**src/rtl/sram_arb_pkg.sv**
```systemverilog
// Shared types and constants for the display/host SRAM arbiter.
package sram_arb_pkg;

  localparam int unsigned ADDR_W_DEF = 18;
  localparam int unsigned DATA_W_DEF = 16;

  localparam int unsigned BE_UB = 1;
  localparam int unsigned BE_LB = 0;

  typedef enum logic [2:0] {
    IDLE  = 3'd0,
    DRD_A = 3'd1,
    DRD_C = 3'd2,
    HRD_A = 3'd3,
    HRD_C = 3'd4,
    WR_S  = 3'd5,
    WR_P  = 3'd6,
    WR_H  = 3'd7
  } arb_state_t;

endpackage

```
**src/rtl/sram_arbiter.sv**
```systemverilog
// Arbitrates a latency-critical display reader and a host read/write port
// onto one asynchronous SRAM; every SRAM pin is driven from a register.
module sram_arbiter
  import sram_arb_pkg::*;
#(
  parameter int unsigned ADDR_W = ADDR_W_DEF,
  parameter int unsigned DATA_W = DATA_W_DEF
) (
  input  logic              clk50M,
  input  logic              n_reset,
  input  logic              disp_req,
  input  logic [ADDR_W-1:0] disp_addr,
  output logic [DATA_W-1:0] disp_rdata,
  output logic              disp_valid,
  output logic              disp_overrun,
  input  logic              host_req,
  input  logic              host_we,
  input  logic [ADDR_W-1:0] host_addr,
  input  logic [DATA_W-1:0] host_wdata,
  input  logic [1:0]        host_be,
  output logic [DATA_W-1:0] host_rdata,
  output logic              host_ack,
  output logic [ADDR_W-1:0] sram_addr,
  input  logic [DATA_W-1:0] sram_dq_in,
  output logic [DATA_W-1:0] sram_dq_out,
  output logic              sram_dq_oe,
  output logic              sram_ce_n,
  output logic              sram_oe_n,
  output logic              sram_we_n,
  output logic              sram_ub_n,
  output logic              sram_lb_n
);

  arb_state_t        r_state;
  logic              r_disp_pend;
  logic [ADDR_W-1:0] r_disp_addr;
  logic              r_overrun;
  logic              r_disp_valid;
  logic [DATA_W-1:0] r_disp_rdata;
  logic              r_host_ack;
  logic [DATA_W-1:0] r_host_rdata;
  logic [ADDR_W-1:0] r_sram_addr;
  logic [DATA_W-1:0] r_dq_out;
  logic              r_dq_oe;
  logic              r_ce_n;
  logic              r_oe_n;
  logic              r_we_n;
  logic              r_ub_n;
  logic              r_lb_n;

  logic              w_arb_pt;
  logic              w_host_ok;
  logic              w_go_disp;
  logic              w_go_hrd;
  logic              w_go_wr;
  logic [ADDR_W-1:0] w_disp_sel;

  // The host request finishing in HRD_C/WR_H is still high until its ack,
  // so the host is only eligible from IDLE or after a display read.
  assign w_arb_pt   = (r_state == IDLE) || (r_state == DRD_C) ||
                      (r_state == HRD_C) || (r_state == WR_H);
  assign w_host_ok  = (r_state == IDLE) || (r_state == DRD_C);
  assign w_go_disp  = w_arb_pt && (r_disp_pend || disp_req);
  assign w_go_hrd   = w_arb_pt && !w_go_disp && w_host_ok && host_req && !host_we;
  assign w_go_wr    = w_arb_pt && !w_go_disp && w_host_ok && host_req && host_we;
  assign w_disp_sel = r_disp_pend ? r_disp_addr : disp_addr;

  always_ff @(posedge clk50M) begin
    if (!n_reset) begin
      r_state      <= IDLE;
      r_disp_pend  <= 1'b0;
      r_disp_addr  <= '0;
      r_overrun    <= 1'b0;
      r_disp_valid <= 1'b0;
      r_disp_rdata <= '0;
      r_host_ack   <= 1'b0;
      r_host_rdata <= '0;
      r_sram_addr  <= '0;
      r_dq_out     <= '0;
      r_dq_oe      <= 1'b0;
      r_ce_n       <= 1'b1;
      r_oe_n       <= 1'b1;
      r_we_n       <= 1'b1;
      r_ub_n       <= 1'b1;
      r_lb_n       <= 1'b1;
    end else begin
      r_disp_valid <= 1'b0;
      r_host_ack   <= 1'b0;

      // Pending display request: consumed on grant, re-armed by a same-cycle request.
      if (w_go_disp) begin
        if (r_disp_pend) begin
          r_disp_pend <= disp_req;
          if (disp_req) r_disp_addr <= disp_addr;
        end
      end else if (disp_req) begin
        if (r_disp_pend) begin
          r_overrun <= 1'b1;
        end else begin
          r_disp_pend <= 1'b1;
          r_disp_addr <= disp_addr;
        end
      end

      case (r_state)
        DRD_C: begin
          r_disp_rdata <= sram_dq_in;
          r_disp_valid <= 1'b1;
        end
        HRD_C: begin
          r_host_rdata <= sram_dq_in;
          r_host_ack   <= 1'b1;
        end
        WR_H:    r_host_ack <= 1'b1;
        default: ;
      endcase

      if (w_go_disp) begin
        r_state     <= DRD_A;
        r_sram_addr <= w_disp_sel;
        r_dq_oe     <= 1'b0;
        r_ce_n      <= 1'b0;
        r_oe_n      <= 1'b0;
        r_we_n      <= 1'b1;
        r_ub_n      <= 1'b0;
        r_lb_n      <= 1'b0;
      end else if (w_go_hrd) begin
        r_state     <= HRD_A;
        r_sram_addr <= host_addr;
        r_dq_oe     <= 1'b0;
        r_ce_n      <= 1'b0;
        r_oe_n      <= 1'b0;
        r_we_n      <= 1'b1;
        r_ub_n      <= 1'b0;
        r_lb_n      <= 1'b0;
      end else if (w_go_wr) begin
        r_state     <= WR_S;
        r_sram_addr <= host_addr;
        r_dq_out    <= host_wdata;
        r_dq_oe     <= 1'b1;
        r_ce_n      <= 1'b0;
        r_oe_n      <= 1'b1;
        r_we_n      <= 1'b1;
        r_ub_n      <= ~host_be[BE_UB];
        r_lb_n      <= ~host_be[BE_LB];
      end else if (w_arb_pt) begin
        r_state <= IDLE;
        r_dq_oe <= 1'b0;
        r_ce_n  <= 1'b1;
        r_oe_n  <= 1'b1;
        r_we_n  <= 1'b1;
        r_ub_n  <= 1'b1;
        r_lb_n  <= 1'b1;
      end else begin
        case (r_state)
          DRD_A: r_state <= DRD_C;
          HRD_A: r_state <= HRD_C;
          WR_S: begin
            r_state <= WR_P;
            r_we_n  <= 1'b0;
          end
          WR_P: begin
            r_state <= WR_H;
            r_we_n  <= 1'b1;
          end
          default: r_state <= IDLE;
        endcase
      end
    end
  end

  assign disp_rdata   = r_disp_rdata;
  assign disp_valid   = r_disp_valid;
  assign disp_overrun = r_overrun;
  assign host_rdata   = r_host_rdata;
  assign host_ack     = r_host_ack;
  assign sram_addr    = r_sram_addr;
  assign sram_dq_out  = r_dq_out;
  assign sram_dq_oe   = r_dq_oe;
  assign sram_ce_n    = r_ce_n;
  assign sram_oe_n    = r_oe_n;
  assign sram_we_n    = r_we_n;
  assign sram_ub_n    = r_ub_n;
  assign sram_lb_n    = r_lb_n;

endmodule

```
**config.mk**
```make
export PLATFORM = sky130hd
export DESIGN_NAME = sram_arbiter
export DESIGN_NICKNAME = d
export VERILOG_FILES = /design/src/rtl/sram_arb_pkg.sv /design/src/rtl/sram_arbiter.sv
export SDC_FILE = /design/constraint.sdc
export NUM_CORES = 1
export LEC_CHECK = 0
export ABC_AREA = 1
export CAP_MARGIN = 0
export CORE_MARGIN = 8
export CORE_UTILIZATION = 45
export CTS_CLUSTER_DIAMETER = 40
export DETAILED_ROUTE_END_ITERATION = 8
export GPL_TIMING_DRIVEN = 0
export MAX_ROUTING_LAYER = met4
export PLACE_DENSITY_LB_ADDON = 0.05
export RECOVER_POWER = 100
export SYNTH_ARGS = -nofsm -noshare
export SYNTH_HDL_FRONTEND = slang
export SYNTH_SLANG_ARGS = --single-unit
```
**constraint.sdc**
```tcl
create_clock -name clk50M -period 2 [get_ports clk50M]
set_input_delay 0.5 -clock clk50M [delete_from_list [all_inputs] [get_ports clk50M]]
set_output_delay 0.5 -clock clk50M [all_outputs]
set_load 0.05 [all_outputs]
```
## Word level (Yosys, flattened, before mapping)

Cells that the tools add are included.

| word-level totals | value |
|---|---|
| input port bits | 75 |
| word-level logic and storage cells | 91 |
| register bits after elaboration | 97 |
| output and inout port bits | 75 |

| operators by class | value |
|---|---|
| equality and inequality tests | 9 |
| bitwise logic cells | 5 |
| reductions and logical operators | 25 |
| multiplexer cells | 34 |

Operator list:

| kind | number |
|---|---|
| 18-bit two-way mux | 8 |
| 1-bit two-way mux | 21 |
| 3-bit == test, second input constant | 4 |
| 3-bit case mux with 4 select lines | 1 |
| 3-bit AND reduction | 3 |
| 3-bit by 2-bit == test with 1-bit output, second input constant | 2 |
| 1-bit logical AND | 6 |
| 3-bit two-way mux | 2 |
| 2-bit nonzero test | 3 |
| 1-bit NOT | 5 |
| 5-bit OR reduction | 1 |
| 1-bit logical OR | 4 |
| 2-bit inequality test, second input constant | 2 |
| 4-bit nonzero test | 1 |
| 2-bit OR reduction | 2 |
| 3-bit by 1-bit == test with 1-bit output, second input constant | 1 |
| 3-bit zero test | 1 |
| 3-bit nonzero test | 1 |
| 3-bit OR reduction | 1 |
| 1-bit zero test | 2 |
| 2-bit two-way mux | 1 |
| 1-bit case mux with 2 select lines | 1 |

## Logic depth before layout (Yosys ltp)

| depth | value |
|---|---|
| depth after elaboration | 13 |
| gate-level depth with buffers | 11 |
| depth with buffers taken out | 9 |

## Worst setup path after synthesis

Ideal clock, no wire load.

| timing | value |
|---|---|
| kind | input to register |
| from | input disp_req |
| to | register r_dq_out[10], in the netlist sram_dq_out[10] |
| required time | 1884 ps |
| path buffers | 1 |
| stages on the path | 7 |
| arrival | 1398 ps |
| library setup time | 116 ps |
| slack | 486 ps |
| path through | nor2_4 -> nand3_2 -> nor2_2 -> inv_2 -> buf_2 -> nor2_1 -> nor2_1 |

| on the way | value |
|---|---|
| word-level cells in the longest chain between the ends | 9 |
| elaborated cells on any way between the ends | 11 |
| those cells by class | 2 x bitwise; 9 x reduce/logical |

Ends and longest elaborated chain:

| item | RTL line | RTL |
|---|---|---|
| from (decl) | sram_arbiter.sv:11 | `input logic disp_req,` |
| 1-bit logical OR (*) | sram_arbiter.sv:63 | `assign w_go_disp = w_arb_pt && (r_disp_pend \|\| disp_req);` |
| 1-bit logical AND (*) | sram_arbiter.sv:63 |  |
| 1-bit zero test | sram_arbiter.sv:64, sram_arbiter.sv:65 |  |
| 1-bit logical AND (3 in series) | sram_arbiter.sv:64, sram_arbiter.sv:65 |  |
| 1-bit logical AND | sram_arbiter.sv:64 | `assign w_go_hrd = w_arb_pt && !w_go_disp && w_host_ok && host_req && !host_we;` |
| 1-bit NOT (no line) | n/a |  |
| 3-bit AND reduction (no line) (*) | n/a |  |
| to (signal assigned) | sram_arbiter.sv:139 | `r_dq_out <= host_wdata;` |
| to (decl) | sram_arbiter.sv:43 | `logic [DATA_W-1:0] r_dq_out;` |

Every way passes the cells marked *; elsewhere a longest branch is shown, timed or not.
A chain may end at the register's enable or synchronous reset.

==> summary.md <==
| Metric | Value |
|---|---|
| Status | finished, final reports clean |
| Clock transition at path regs | about 0.090 ns |
| Ys flop type | dfxtp_1 |
| Clock tree buffer depth | 2 |
| Leak Pwr | between 3 and 4 nW |
| CTS tree | done |
| Max cap viols | 0 |
| Hold_buf cts | 0 |
| Number of synthesized register bits | 97 |
| GRT overflow | 0 |
| Via count | around 4,500 |
| Count leader, synth | nor2_1 |
| Flop-to-flop setup slack | 0.20 ns |
| Req. time, crit path | 2.31 ns |
| Critical path type | in -> reg |
| Clock sinks | just under 100 |
| CTS root buf | clkbuf_8 |
| GRT Total Usage | 0.214 |
| Peak supply drop | 0.466 mV |
| Hold/Removal Path Class | reg -> reg |
| FF-to-FF End | r_disp_addr[4]$_SDFFE_PN0P_ |
| Final setup fails | 0 |
| Starting Density | 0.453 |
| First-pass GRT wire length | 21,800 um |
| WL/cell | approximately 14 um |
| Filler cell count | a little over 900 |
| Yosys warnings | 0 |
| Final #Nets | 891 |
| Post-DP HPWL | around 10,000 um |
| Seq/Total Area, Yosys | 0.446 |
| Unrepaired setup endpoints after global routing | no |
| Post-synth EDFFs | 0 |
| Worst flop-to-flop path startpoint | r_state[1]$_SDFF_PP0_ |
| Post-synth top area cell | dfxtp_1 |
| Cell Area, Synth | 4350 sq um |
| Final Cell Area | just over 6000 sq um |
| Top cells by area, synth | dfxtp_1, nor2_1, nand2_1 |
| Top Ports | 150 |
| Top post-synthesis cells by count | nor2_1, nand2_1, dfxtp_1 |
| Clock skew | around 0.012 ns |
| Fmax | about 540 MHz |
| Dpl cell area | between 6000 and 7000 sq um |
| # DRC | 0 |
| Worst-skew pair later-pin latency | 0.37 ns |
| Avg Cell Area, Syn | approximately 6.7 sq um |
| Vias/cell | 4.76 |
| Worst setup SP type | input port |
| Final setup TNS | 0 ns |
| Slew HR | 0.618 |
| CP endpoint kind | flip-flop |
| Die Height | roughly 110 um |
| Post-synthesis async set-or-reset flop share | 0 |
| Arr. time, crit path | approximately 2.2 ns |
| Row count | 36 |
| Layout cell share with drive strength beyond 1 | 0.0767 |
| DRT antenna net count | 0 |
| Die width | about 110 um |
| Mapped Cells | between 600 and 700 |
| Maximum fanout along the worst path | 10 |
| DR pass1 iterations | 5 |
| Max H-tree Level | 3 |
| Total core area | ~9600 sq um |
| Port bufs | ~150 |
| Number of buffers created by CTS | 9 |
| Largest net degree at the start of global routing | 17 |
| Number of library cell types mapped by synthesis | 25 |
| Tcrit/Tclk final | 0.922 |
| Worst setup path start | n_reset |
| Antenna diodes | 0 |
| Initial drt markers | between 300 and 400 |
| Post-route minimum period | roughly 1.8 ns |
| R2r worst-path depth | 10 |
| Die Area | between 10,000 and 15,000 sq um |
| Final Hold Fails | 0 |
| End point of the critical path | r_disp_addr[4]$_SDFFE_PN0P_ |
| Final number of max-transition violations | 0 |
| Layout area overhead | 41.9% |
| Power Density | between 700 and 800 nW/um^2 |
| Area share of the largest cell type after synthesis | 0.446 |
| Worst Tran Pin Value | 0.573 ns |
| Syn_nets | ~720 |
| GP Congestion | between 0.8 and 0.9 |
| WL final | around 14,000 um |
| Initial antenna violation count | 0 |
| Number of global-route vias before repair | ~4,500 |
| WHS | 0.472 ns |
[worst min-delay path by stage]
stage                                startpoint                          end  slack [ns]  cells past startpoint
global route            sram_dq_oe$_SDFFE_PP0P_      sram_dq_oe$_SDFFE_PP0P_        0.49                      2
detailed placement      sram_dq_oe$_SDFFE_PP0P_      sram_dq_oe$_SDFFE_PP0P_        0.46                      2
global placement      disp_overrun$_SDFFE_PN0P_    disp_overrun$_SDFFE_PN0P_        0.45                      1
finish                  sram_dq_oe$_SDFFE_PP0P_      sram_dq_oe$_SDFFE_PP0P_        0.47                      2
floorplan           r_disp_addr[2]$_SDFFE_PN0P_  r_disp_addr[2]$_SDFFE_PN0P_        0.49                      4
CTS                     sram_dq_oe$_SDFFE_PP0P_      sram_dq_oe$_SDFFE_PP0P_        0.47                      2
[layout by cell type, fill, tap and decap left out, types with 2 or more instances in the layout]
cell             Yosys  layout
nand3_1             42      43
clkbuf_8             0      11
nor2_1             153     153
inv_6                0       2
clkbuf_1            17      16
nor2_4               4       5
a21oi_1             20      21
inv_2                4       3
nor3_1               2       2
buf_4                2       9
clkdlybuf4s50_1      0      73
nand2_1            140     141
inv_1               61      62
nor2_2              11      10
clkinv_2             0       2
buf_1                2       2
buf_6                4       2
dlygate4sd2_1        0      75
o21ai_0             69      69
dfxtp_1             97      97
buf_2                9       6
clkbuf_2             0       5
[layout make-up]
class                      count  area [sq um]  area share
timing repair buffer         156          1450       0.235
multi-input combinational    450          1970       0.319
buffer                        34           168      0.0272
inverter                      68           260      0.0422
tap                          133           166      0.0270
clock buffer                  11           151      0.0245
clock inverter                 5          61.3     0.00993
sequential                    97          1940       0.315
[flip-flops by register name (all words and copies together), names as in the netlist]
register,flops
disp_overrun,1
disp_rdata,16
disp_valid,1
host_ack,1
host_rdata,16
r_disp_addr,18
r_disp_pend,1
r_state,3
sram_addr,18
sram_ce_n,1
sram_dq_oe,1
sram_dq_out,16
sram_lb_n,1
sram_oe_n,1
sram_ub_n,1
sram_we_n,1
[per-stage QoR]
| stage | setup slack (ns) | util | std cells | power [mW] |
|---|---|---|---|---|
| 4_1_cts | -0.0182 | 0.640 | 947 | 4.70 |
| 5_1_grt | 0.0142 | 0.643 | 954 | 4.90 |
| 3_3_place_gp | -0.476 | 0.626 | 931 | 3.38 |
| 3_5_place_dp | -0.540 | 0.626 | 931 | 3.40 |
| 2_1_floorplan | 0.486 | - | 649 | 2.92 |
| 6_report | 0.156 | 0.643 | 954 | 4.68 |
[where the power goes]
part	internal, mW	leakage (nW)	switching [mW]
clock network	0.656	0.110	0.720
logic	0.396	2.19	0.778
registers	2.06	0.793	0.0677
total	3.11	3.10	1.57
[cells by family (layout without fill, tap and decap cells)]
logic type,after synthesis,in the layout,synth area share
flops,97,97,0.446
simple gates,357,357,0.343
compound gates,93,93,0.111
buf+inv,102,274,0.0992
[worst max-delay path: stages]
cell	delay, ns
clkdlybuf4s50_1	0.58
clkbuf_1	0.40
clkbuf_1	0.46
nand2_1	0.10
nor2_1	0.11
[what timing repair did]
| action | CTS | global route |
|---|---|---|
| pin swaps | 0 | 2 |
| buffers inserted | 0 | 7 |
| endpoints found under the setup margin | 94 | 22 |
| resized for setup | 79 | 5 |
[layer usage]
metal	track usage	vias up	routed length (um)
met1	0.248	2010	6070
li1	-	2335	-
met2	0.338	168	6240
met4	0.0994	0	271
met5	-	-	0
met3	0.0612	24	1110
No activity file was read; power rests on OpenSTA's default activity.
